**config.mk**
```make
export PLATFORM = sky130hd
export DESIGN_NAME = instr_queue_flat
export DESIGN_NICKNAME = d
export VERILOG_FILES = /design/src/rtl/instr_queue_if.sv /design/src/rtl/instr_queue.sv /design/src/flat_wrapper.sv
export SDC_FILE = /design/constraint.sdc
export NUM_CORES = 1
export LEC_CHECK = 0
export BUFFER_PORTS_ARGS = -buffer_cell sky130_fd_sc_hd__buf_2
export CAP_MARGIN = 20
export CORE_MARGIN = 3
export CORE_UTILIZATION = 40
export CTS_CLUSTER_DIAMETER = 200
export DETAILED_ROUTE_END_ITERATION = 10
export GPL_TIMING_DRIVEN = 0
export SLEW_MARGIN = 5
export SYNTH_ARGS = -nofsm -noshare
export SYNTH_HDL_FRONTEND = slang
export SYNTH_SLANG_ARGS = --single-unit
```
**constraint.sdc**
```tcl
create_clock -name clk -period 4.03 [get_ports clk]
set_input_delay 0.806 -clock clk [delete_from_list [all_inputs] [get_ports clk]]
set_output_delay 0.806 -clock clk [all_outputs]
set_load 0.05 [all_outputs]
```
**src/rtl/instr_queue_if.sv**
```systemverilog
// Fetch-to-decode handshake bundle for the instruction queue.
// The queue sits on the slave modport; the fetch/decode side uses master.
interface instr_queue_if #(
  parameter int PC_SIZE    = 32,
  parameter int INSTR_SIZE = 32,
  parameter int PTR_W      = 2
);
  logic                  in_valid;
  logic                  in_ready;
  logic [PC_SIZE-1:0]    in_pc;
  logic [INSTR_SIZE-1:0] in_instr;
  logic                  in_take;
  logic                  flush;
  logic                  out_valid;
  logic                  out_ready;
  logic [PC_SIZE-1:0]    out_pc;
  logic [INSTR_SIZE-1:0] out_instr;
  logic                  out_take;
  logic [PTR_W:0]        count;

  modport slave (
    input  in_valid, in_pc, in_instr, in_take, flush, out_ready,
    output in_ready, out_valid, out_pc, out_instr, out_take, count
  );

  modport master (
    output in_valid, in_pc, in_instr, in_take, flush, out_ready,
    input  in_ready, out_valid, out_pc, out_instr, out_take, count
  );
endinterface

```
**src/rtl/instr_queue.sv**
```systemverilog
// Circular FIFO decoupling instruction fetch from decode; a redirect (flush)
// empties it in one cycle, and an empty queue presents a NOP bubble.
module instr_queue #(
  parameter int                    DEPTH      = 4,
  parameter int                    PTR_W      = 2,
  parameter int                    PC_SIZE    = 32,
  parameter int                    INSTR_SIZE = 32,
  parameter logic [INSTR_SIZE-1:0] INSTR_NOP  = 32'h0000_0013
) (
  input  logic          clk,
  input  logic          iq_rst_n,
  instr_queue_if.slave  iq
);

  localparam int             EW       = PC_SIZE + INSTR_SIZE + 1;
  localparam logic [PTR_W:0] FULL_CNT = (PTR_W+1)'(DEPTH);

  logic [PTR_W-1:0]            wr_ptr;
  logic [PTR_W-1:0]            rd_ptr;
  logic [PTR_W:0]              cnt;
  logic [PTR_W:0]              cnt_next;
  logic                        full;
  logic                        empty;
  logic                        push;
  logic                        pop;
  logic [EW-1:0]               in_ent;
  logic [EW-1:0]               rd_ent;
  logic [DEPTH-1:0][EW-1:0]    ent_arr;

  assign full   = (cnt == FULL_CNT);
  assign empty  = (cnt == '0);
  assign push   = iq.in_valid && !full && !iq.flush;
  assign pop    = !empty && iq.out_ready && !iq.flush;
  assign in_ent = {iq.in_pc, iq.in_instr, iq.in_take};

  always_comb begin
    cnt_next = cnt;
    case ({push, pop})
      2'b10:   cnt_next = cnt + 1'b1;
      2'b01:   cnt_next = cnt - 1'b1;
      default: cnt_next = cnt;
    endcase
  end

  always_ff @(posedge clk or negedge iq_rst_n) begin
    if (!iq_rst_n) begin
      wr_ptr <= '0;
      rd_ptr <= '0;
      cnt    <= '0;
    end else if (iq.flush) begin
      wr_ptr <= '0;
      rd_ptr <= '0;
      cnt    <= '0;
    end else begin
      if (push) wr_ptr <= wr_ptr + 1'b1;
      if (pop)  rd_ptr <= rd_ptr + 1'b1;
      cnt <= cnt_next;
    end
  end

  // Entry storage carries no reset; the empty flag masks whatever it holds.
  genvar gi;
  generate
    for (gi = 0; gi < DEPTH; gi++) begin : g_entry
      localparam logic [PTR_W-1:0] IDX = PTR_W'(gi);
      logic [EW-1:0] ent_q;
      always_ff @(posedge clk) begin
        if (push && (wr_ptr == IDX)) ent_q <= in_ent;
      end
      assign ent_arr[gi] = ent_q;
    end
  endgenerate

  assign rd_ent       = ent_arr[rd_ptr];
  assign iq.in_ready  = !full;
  assign iq.out_valid = !empty;
  assign iq.out_pc    = empty ? '0        : rd_ent[EW-1 -: PC_SIZE];
  assign iq.out_instr = empty ? INSTR_NOP : rd_ent[INSTR_SIZE:1];
  assign iq.out_take  = empty ? 1'b0      : rd_ent[0];
  assign iq.count     = cnt;

endmodule

```
**src/flat_wrapper.sv**
```systemverilog
// flat-port wrapper written by rule: the top's interface ports become plain ports
module instr_queue_flat 
#(
  parameter int                    DEPTH      = 4,
  parameter int                    PTR_W      = 2,
  parameter int                    PC_SIZE    = 32,
  parameter int                    INSTR_SIZE = 32,
  parameter logic [INSTR_SIZE-1:0] INSTR_NOP  = 32'h0000_0013
)
  (clk, iq_rst_n, iq_in_valid, iq_in_pc, iq_in_instr, iq_in_take, iq_flush, iq_out_ready, iq_in_ready, iq_out_valid, iq_out_pc, iq_out_instr, iq_out_take, iq_count);
  instr_queue_if #(.PC_SIZE(PC_SIZE), .INSTR_SIZE(INSTR_SIZE), .PTR_W(PTR_W)) iq_i ();
  input  logic clk;
  input  logic iq_rst_n;
  input wire logic [$bits(iq_i.in_valid)-1:0] iq_in_valid;
  input wire logic [$bits(iq_i.in_pc)-1:0] iq_in_pc;
  input wire logic [$bits(iq_i.in_instr)-1:0] iq_in_instr;
  input wire logic [$bits(iq_i.in_take)-1:0] iq_in_take;
  input wire logic [$bits(iq_i.flush)-1:0] iq_flush;
  input wire logic [$bits(iq_i.out_ready)-1:0] iq_out_ready;
  output wire logic [$bits(iq_i.in_ready)-1:0] iq_in_ready;
  output wire logic [$bits(iq_i.out_valid)-1:0] iq_out_valid;
  output wire logic [$bits(iq_i.out_pc)-1:0] iq_out_pc;
  output wire logic [$bits(iq_i.out_instr)-1:0] iq_out_instr;
  output wire logic [$bits(iq_i.out_take)-1:0] iq_out_take;
  output wire logic [$bits(iq_i.count)-1:0] iq_count;
  assign iq_i.in_valid = iq_in_valid;
  assign iq_i.in_pc = iq_in_pc;
  assign iq_i.in_instr = iq_in_instr;
  assign iq_i.in_take = iq_in_take;
  assign iq_i.flush = iq_flush;
  assign iq_i.out_ready = iq_out_ready;
  assign iq_in_ready = iq_i.in_ready;
  assign iq_out_valid = iq_i.out_valid;
  assign iq_out_pc = iq_i.out_pc;
  assign iq_out_instr = iq_i.out_instr;
  assign iq_out_take = iq_i.out_take;
  assign iq_count = iq_i.count;
  instr_queue #(.DEPTH(DEPTH), .PTR_W(PTR_W), .PC_SIZE(PC_SIZE), .INSTR_SIZE(INSTR_SIZE), .INSTR_NOP(INSTR_NOP)) u_core (.clk(clk), .iq_rst_n(iq_rst_n), .iq(iq_i));
endmodule
```
==> impl_metrics.ini, run 1 <==
[run_status]
outcome = completed

[routing]
viasPerCell = 5.06
highest_layer = met5
drtAntennaViolNets = 0
met1_length_um = 8710
num_vias = 5051
drt-pass1-iter-count = 7
route.detailed.drc = 0
met2WireLength_um = 9690
routedWlPerCell_um = 20.0
met3WireLength_um = 1200
finalWirelength_um = 19900
drt_iter0_markers = 332

[sta]
hold_viol_final = 0
clock_skew_ps = 7.72
rsz0062_at_grt = no
period_needed_ps = 3440
min_period_over_period_pct = 85.4
worst_slew_pin_slew_ps = 708
relSlewSlack_pct = 52.4
final-setup-viol-count = 0
fmax_mhz = 291
drv_slew = 0
fin_ws_ps = 589

[floorplan]
die-area_mm2 = 0.0280
ios = 140
die_y_um = 167
die_w_um = 167
rows = 58
initial_core_util_pct = 41.0
coreArea_mm2 = 0.0254

[clocking]
post_cts_buffers = 0
clockBufferDepth = 3
cts_hold_buf = 0
cts_buffers = 28
clkSinkCount = 267
clk_pin_slew_ps = 60
cts_tree = done
h-tree-depth = 1
cts_resized = 0
cts_root_buffer = clkbuf_16
clock_latency_ps = 520

[job]
maxCapViolCount = 0

[worst_setup_path]
end_kind = output port
worstSetupPathType = flop to output port
r2r-start = u_core.iq.count[0]
r2r_cells = 5
rrSetupSlack_ps = 1450
crit_path_cell_trace = buf_2, nor3_1, inv_1, clkbuf_1, and2_1, buf_2
arrival_ps = 2640
cp_max_fo = 10
critPathMaxStageDelay_ps = 410
path_common_cell = buf_2
crit_slowest_cell = dfrtp_1
worstPathRequired_ps = 3220
reg2reg_to = u_core.g_entry[3].ent_q[33]
start_kind = flop

[final_layout]
fill_cells = 2137
drive_gt1_share_pct = 40.1
final_nets = 722
ff_latch_area_mm2 = 0.00798
n_antenna_cell = 0
postLayoutCoreUtil_pct = 49.2
final_cells = 999
multi_input_area_mm2 = 0.00222
finalInstanceArea_mm2 = 0.0125
synthToLayoutAreaGrowth_pct = 20.0

[yosys]
synthDistinctLibCells = 36
synthesis.area_mm2 = 0.0104
yosysWarnings = 0
ys_ff_latch = 267
synth_nets = 550
avgSynthCellArea_um2 = 21.9
yosysSeqAreaShare_pct = 76.7
yosys.area.top_type = edfxtp_1
synthTopCellsByArea = edfxtp_1, mux4_2, and2_1
syn_inst = 475
yosysTopAreaCellShare_pct = 75.0

[pwr]
cellLeakagePower_nw = 4.29
peakVddDrop_mv = 0.403
power_density_mw_per_mm2 = 585
finalPower_mw = 7.30

[min_path]
hold_class = input port to asynchronous set/reset pin

[placed_design]
dpl_cell_area_mm2 = 0.0116
routabilityCongestion = 0.785
dp.cells = 947
place_hpwl_um = 12300
io_buffer_count = 138
post-place-ws_ps = 1060

[global_routing]
grtUsageTotal_pct = 14.2
grt_max_degree = 38
overflow = 0
grt_pass1_wl_um = 31400
antenna_found_initial = 2
grt_pass1_vias = 5470
-- kinds of logic (layout without fill, tap and decap cells) --
group / count (synthesis) / count (layout) / synth area share (%)
flip-flops: 267 / 267 / 76.7
XOR/XNOR: 3 / 3 / 0.252
buffers and inverters: 32 / 226 / 2.06
adder cells (fa/ha/maj): 5 / 5 / 0.673
AO/OA/AOI/OAI: 16 / 16 / 1.11
multiplexers: 66 / 66 / 14.2
AND/OR/NAND/NOR: 86 / 86 / 5.08
-- cell usage in the layout, fill, tap and decap left out, types with 5 or more instances in the layout --
master and count:
edfxtp_1 260, and2_1 62, clkbuf_1 10, buf_2 146, mux4_2 65, clkinv_1 10
clkinv_2 7, inv_1 6, clkbuf_16 29, dfrtp_1 7, nor2_1 5
-- metal layers --
metal / GRT usage (%) / up-vias
li1: - / 2284
met1: 19.4 / 2589
met2: 23.5 / 137
met3: 3.59 / 37
met4: 2.99 / 4
met5: 0 / -
-- where the power goes --
group          switching [mW]  total [mW]  leakage, nW  internal, mW
clock network           0.985        2.35        0.418          1.36
logic                    1.20        1.78         1.42         0.575
registers              0.0270        3.17         2.45          3.15
total                    2.22        7.30         4.29          5.09
-- worst max-delay path: cells and delay by family (launching register included) --
| family | cells | cell delay (ps) |
|---|---|---|
| buffers and inverters | 4 | 1060 |
| AND/OR/NAND/NOR | 2 | 640 |
| flip-flops | 1 | 410 |
-- per-stage QoR --
| step | TNS [ps] | hold slack, ps |
|---|---|---|
| 2_1_floorplan | 0 | 510 |
| 3_3_place_gp | -186380 | 570 |
| 3_5_place_dp | 0 | 602 |
| 4_1_cts | 0 | 82.5 |
| 5_1_grt | 0 | 91.3 |
| 6_report | 0 | 106 |
-- synthesized netlist by cell type --
cell	number
xor2_1	3
mux2i_1	1
a21oi_1	3
nor4bb_1	1
mux4_2	65
buf_1	3
buf_2	8
a21bo_2	1
and2_1	66
o31ai_1	1
fa_1	1
edfxtp_1	260
or2_1	3
a31oi_1	2
nand2_1	1
nor3_1	3
or3b_2	1
ha_1	4
dfrtp_1	7
inv_1	6
clkbuf_1	7
nor4b_1	1
o2111ai_1	1
buf_12	4
o21a_1	1
nand3b_1	2
nor3b_1	1
a211oi_1	1
nand3_1	2
a311o_1	1
buf_6	1
o21ai_0	2
nor2_1	5
buf_4	3
o311ai_0	2
a2111oi_0	1
-- cell type report --
cell class,instances,share of cell area (%)
flip-flops and latches,267,63.9
multi-input cells,176,17.8
clock buffers,32,5.90
inverters,6,0.180
clock inverters,20,0.942
repair buffers,142,6.41
plain buffers,26,1.53
well taps,330,3.31
-- worst max path at each step --
stage | start | end | slack (ps) | depth (start not counted)
floorplan | iq_flush | u_core.g_entry[0].ent_q[0] | 700 | 3
global placement | iq_flush | u_core.g_entry[0].ent_q[37] | -730 | 3
detailed placement | u_core.iq.count[0] | iq_out_instr[2] | 1060 | 6
CTS | u_core.iq.count[0] | iq_out_instr[2] | 490 | 6
global route | u_core.iq.count[0] | iq_out_pc[18] | 360 | 6
finish | u_core.iq.count[0] | iq_out_pc[22] | 590 | 6
-- flip-flops by register name, indices dropped and copies added, names as in the netlist --
register	count
u_core.g_entry.ent_q	260
u_core.iq.count	3
u_core.rd_ptr	2
u_core.wr_ptr	2
(Power assumes the default switching activity.)
==> inputs of run 2 (changes only) <==
--- a/config.mk
+++ b/config.mk
@@ -8,10 +8,11 @@
 export BUFFER_PORTS_ARGS = -buffer_cell sky130_fd_sc_hd__buf_2
 export CAP_MARGIN = 20
 export CORE_MARGIN = 3
-export CORE_UTILIZATION = 40
+export CORE_UTILIZATION = 55
 export CTS_CLUSTER_DIAMETER = 200
 export DETAILED_ROUTE_END_ITERATION = 10
 export GPL_TIMING_DRIVEN = 0
+export PLACE_DENSITY = 0.77
 export SLEW_MARGIN = 5
 export SYNTH_ARGS = -nofsm -noshare
 export SYNTH_HDL_FRONTEND = slang
==> impl_metrics.ini, run 2 (synthesis gave the netlist of run 1 again) <==
[global_routing]
met1_usage_pct = 25.1
busiest_layer = met2
use_met2_pct = 31.8
overflow = 0
use_met3_pct = 4.43
grt_max_degree = 36
grt_pass1_vias = 5491
antenna_found_initial = 2
grt_pass1_wl_um = 29700
grtUsageTotal_pct = 18.8

[sta]
fmax_mhz = 286
drv_slew = 0
hold_viol_final = 0
worst_slew_pin_slew_ps = 666
fin_hold_ws_ps = 113
clock_skew_ps = 11.0
relSlewSlack_pct = 55.6
min_period_over_period_pct = 86.6
rsz0062_at_grt = no
final-setup-viol-count = 0
period_needed_ps = 3490

[worst_setup_path]
worstPathRequired_ps = 3220
r2r-start = u_core.iq.count[0]
start_kind = flop
rrSetupSlack_ps = 1520
worstSetupPathType = flop to output port
path_common_cell = buf_2
r2r_cells = 5
crit_slowest_cell = nor3_1
end_kind = output port
crit_path_cell_trace = buf_2, nor3_1, inv_1, clkbuf_1, and2_1, buf_2
cp_max_fo = 10
reg2reg_to = u_core.g_entry[0].ent_q[35]
critPathMaxStageDelay_ps = 450
arrival_ps = 2680

[placed_design]
place_hpwl_um = 11800
io_buffer_count = 138
routabilityCongestion = 0.870
dp.cells = 846

[routing]
viasPerCell = 5.74
num_vias = 5130
finalWirelength_um = 19200
drt_iter0_markers = 270
routedWlPerCell_um = 21.5
drt-pass1-iter-count = 5
route.detailed.drc = 0
drtAntennaViolNets = 0

[clocking]
clock_latency_ps = 520
clockBufferDepth = 3
clkSinkCount = 267
clk_pin_slew_ps = 60
cts_tree = done
cts_root_buffer = clkbuf_16
cts_resized = 0
h-tree-depth = 1
cts_buffers = 27
cts_hold_buf = 0
post_cts_buffers = 0

[floorplan]
rows = 49
die_y_um = 144
coreArea_mm2 = 0.0183
initial_core_util_pct = 57.0
die_w_um = 144
die-area_mm2 = 0.0206
ios = 140

[pwr]
intPower_mw = 5.22
finalPower_mw = 7.38
pwr-share-seq_pct = 43.0
p_comb_share_pct = 23.9
peakVddDrop_mv = 0.366
power_switching_mw = 2.17
power.share.switching_pct = 29.4
power_density_mw_per_mm2 = 597
clockPowerShare_pct = 33.1
cellLeakagePower_nw = 4.30

[final_layout]
drive_gt1_share_pct = 40.5
final_cell_mix = edfxtp_1, buf_2, mux4_2, and2_1, clkbuf_16
ff_latch_area_mm2 = 0.00798
top_register = u_core.g_entry.ent_q
multi_input_area_mm2 = 0.00222
fill_cells = 1181
synthToLayoutAreaGrowth_pct = 18.8
final_cells = 894
final_common_cell = edfxtp_1
n_antenna_cell = 0
postLayoutCoreUtil_pct = 67.7
largest_reg_flops = 260
final_nets = 721

[run_status]
outcome = completed

[min_path]
hold_class = input port to asynchronous set/reset pin

[job]
maxCapViolCount = 0
## run 2: cell types whose count changed in the layout (fill, tap and decap cells not counted), sizes merged
cell      change
clkinvlp      -2
bufinv        +2
inv           +1
clkbuf        +6
clkinv       -11
## run 2: worst max-delay path by stage
stage,startpoint,to,slack (ps),cells after the start
3_5_place_dp,u_core.iq.count[0],iq_out_instr[17],1050,6
3_3_place_gp,iq_flush,u_core.g_entry[0].ent_q[33],-590,3
5_1_grt,u_core.iq.count[0],iq_out_instr[17],280,6
4_1_cts,u_core.iq.count[0],iq_out_instr[17],470,6
6_report,u_core.iq.count[0],iq_out_instr[13],540,6
2_1_floorplan,iq_flush,u_core.g_entry[0].ent_q[0],700,3
## run 2: cell type report
| type | count | share of cell area (%) |
|---|---|---|
| Clock buffer | 38 | 6.12 |
| Clock inverter | 10 | 1.06 |
| Buffer | 26 | 1.55 |
| Multi-Input combinational cell | 176 | 18.0 |
| Timing Repair Buffer | 142 | 6.23 |
| Tap cell | 229 | 2.32 |
| Inverter | 6 | 0.182 |
| Sequential cell | 267 | 64.5 |
## run 2: power groups by stage
| stage | clock [mW] | sequential (mW) | combinational (mW) |
|---|---|---|---|
| 3_5_place_dp | 0 | 3.23 | 1.79 |
| 2_1_floorplan | 0 | 3.25 | 1.34 |
| 6_report | 2.44 | 3.18 | 1.76 |
| 4_1_cts | 2.49 | 3.18 | 1.80 |
| 3_3_place_gp | 0 | 3.24 | 1.76 |
| 5_1_grt | 2.62 | 3.18 | 1.88 |
## run 2: critical path, delay by kind of cell (launching register included)
family                 cells  cell delay (ps)
buffers and inverters      4             1070
AND/OR/NAND/NOR            2              670
flip-flops                 1              410
## run 2: per-layer routing
layer / up-vias / routed length [um]
met5: - / 26
met4: 4 / 340
met3: 38 / 1320
met2: 185 / 9690
met1: 2627 / 7810
li1: 2276 / -
## run 2: per-stage QoR
step,setup TNS [ps],instance area [um2],setup slack (ps)
global placement,-150150,11400,-588
floorplan,0,10400,704
finish,0,12400,539
CTS,0,12400,469
global route,0,12400,280
detailed placement,0,11500,1050
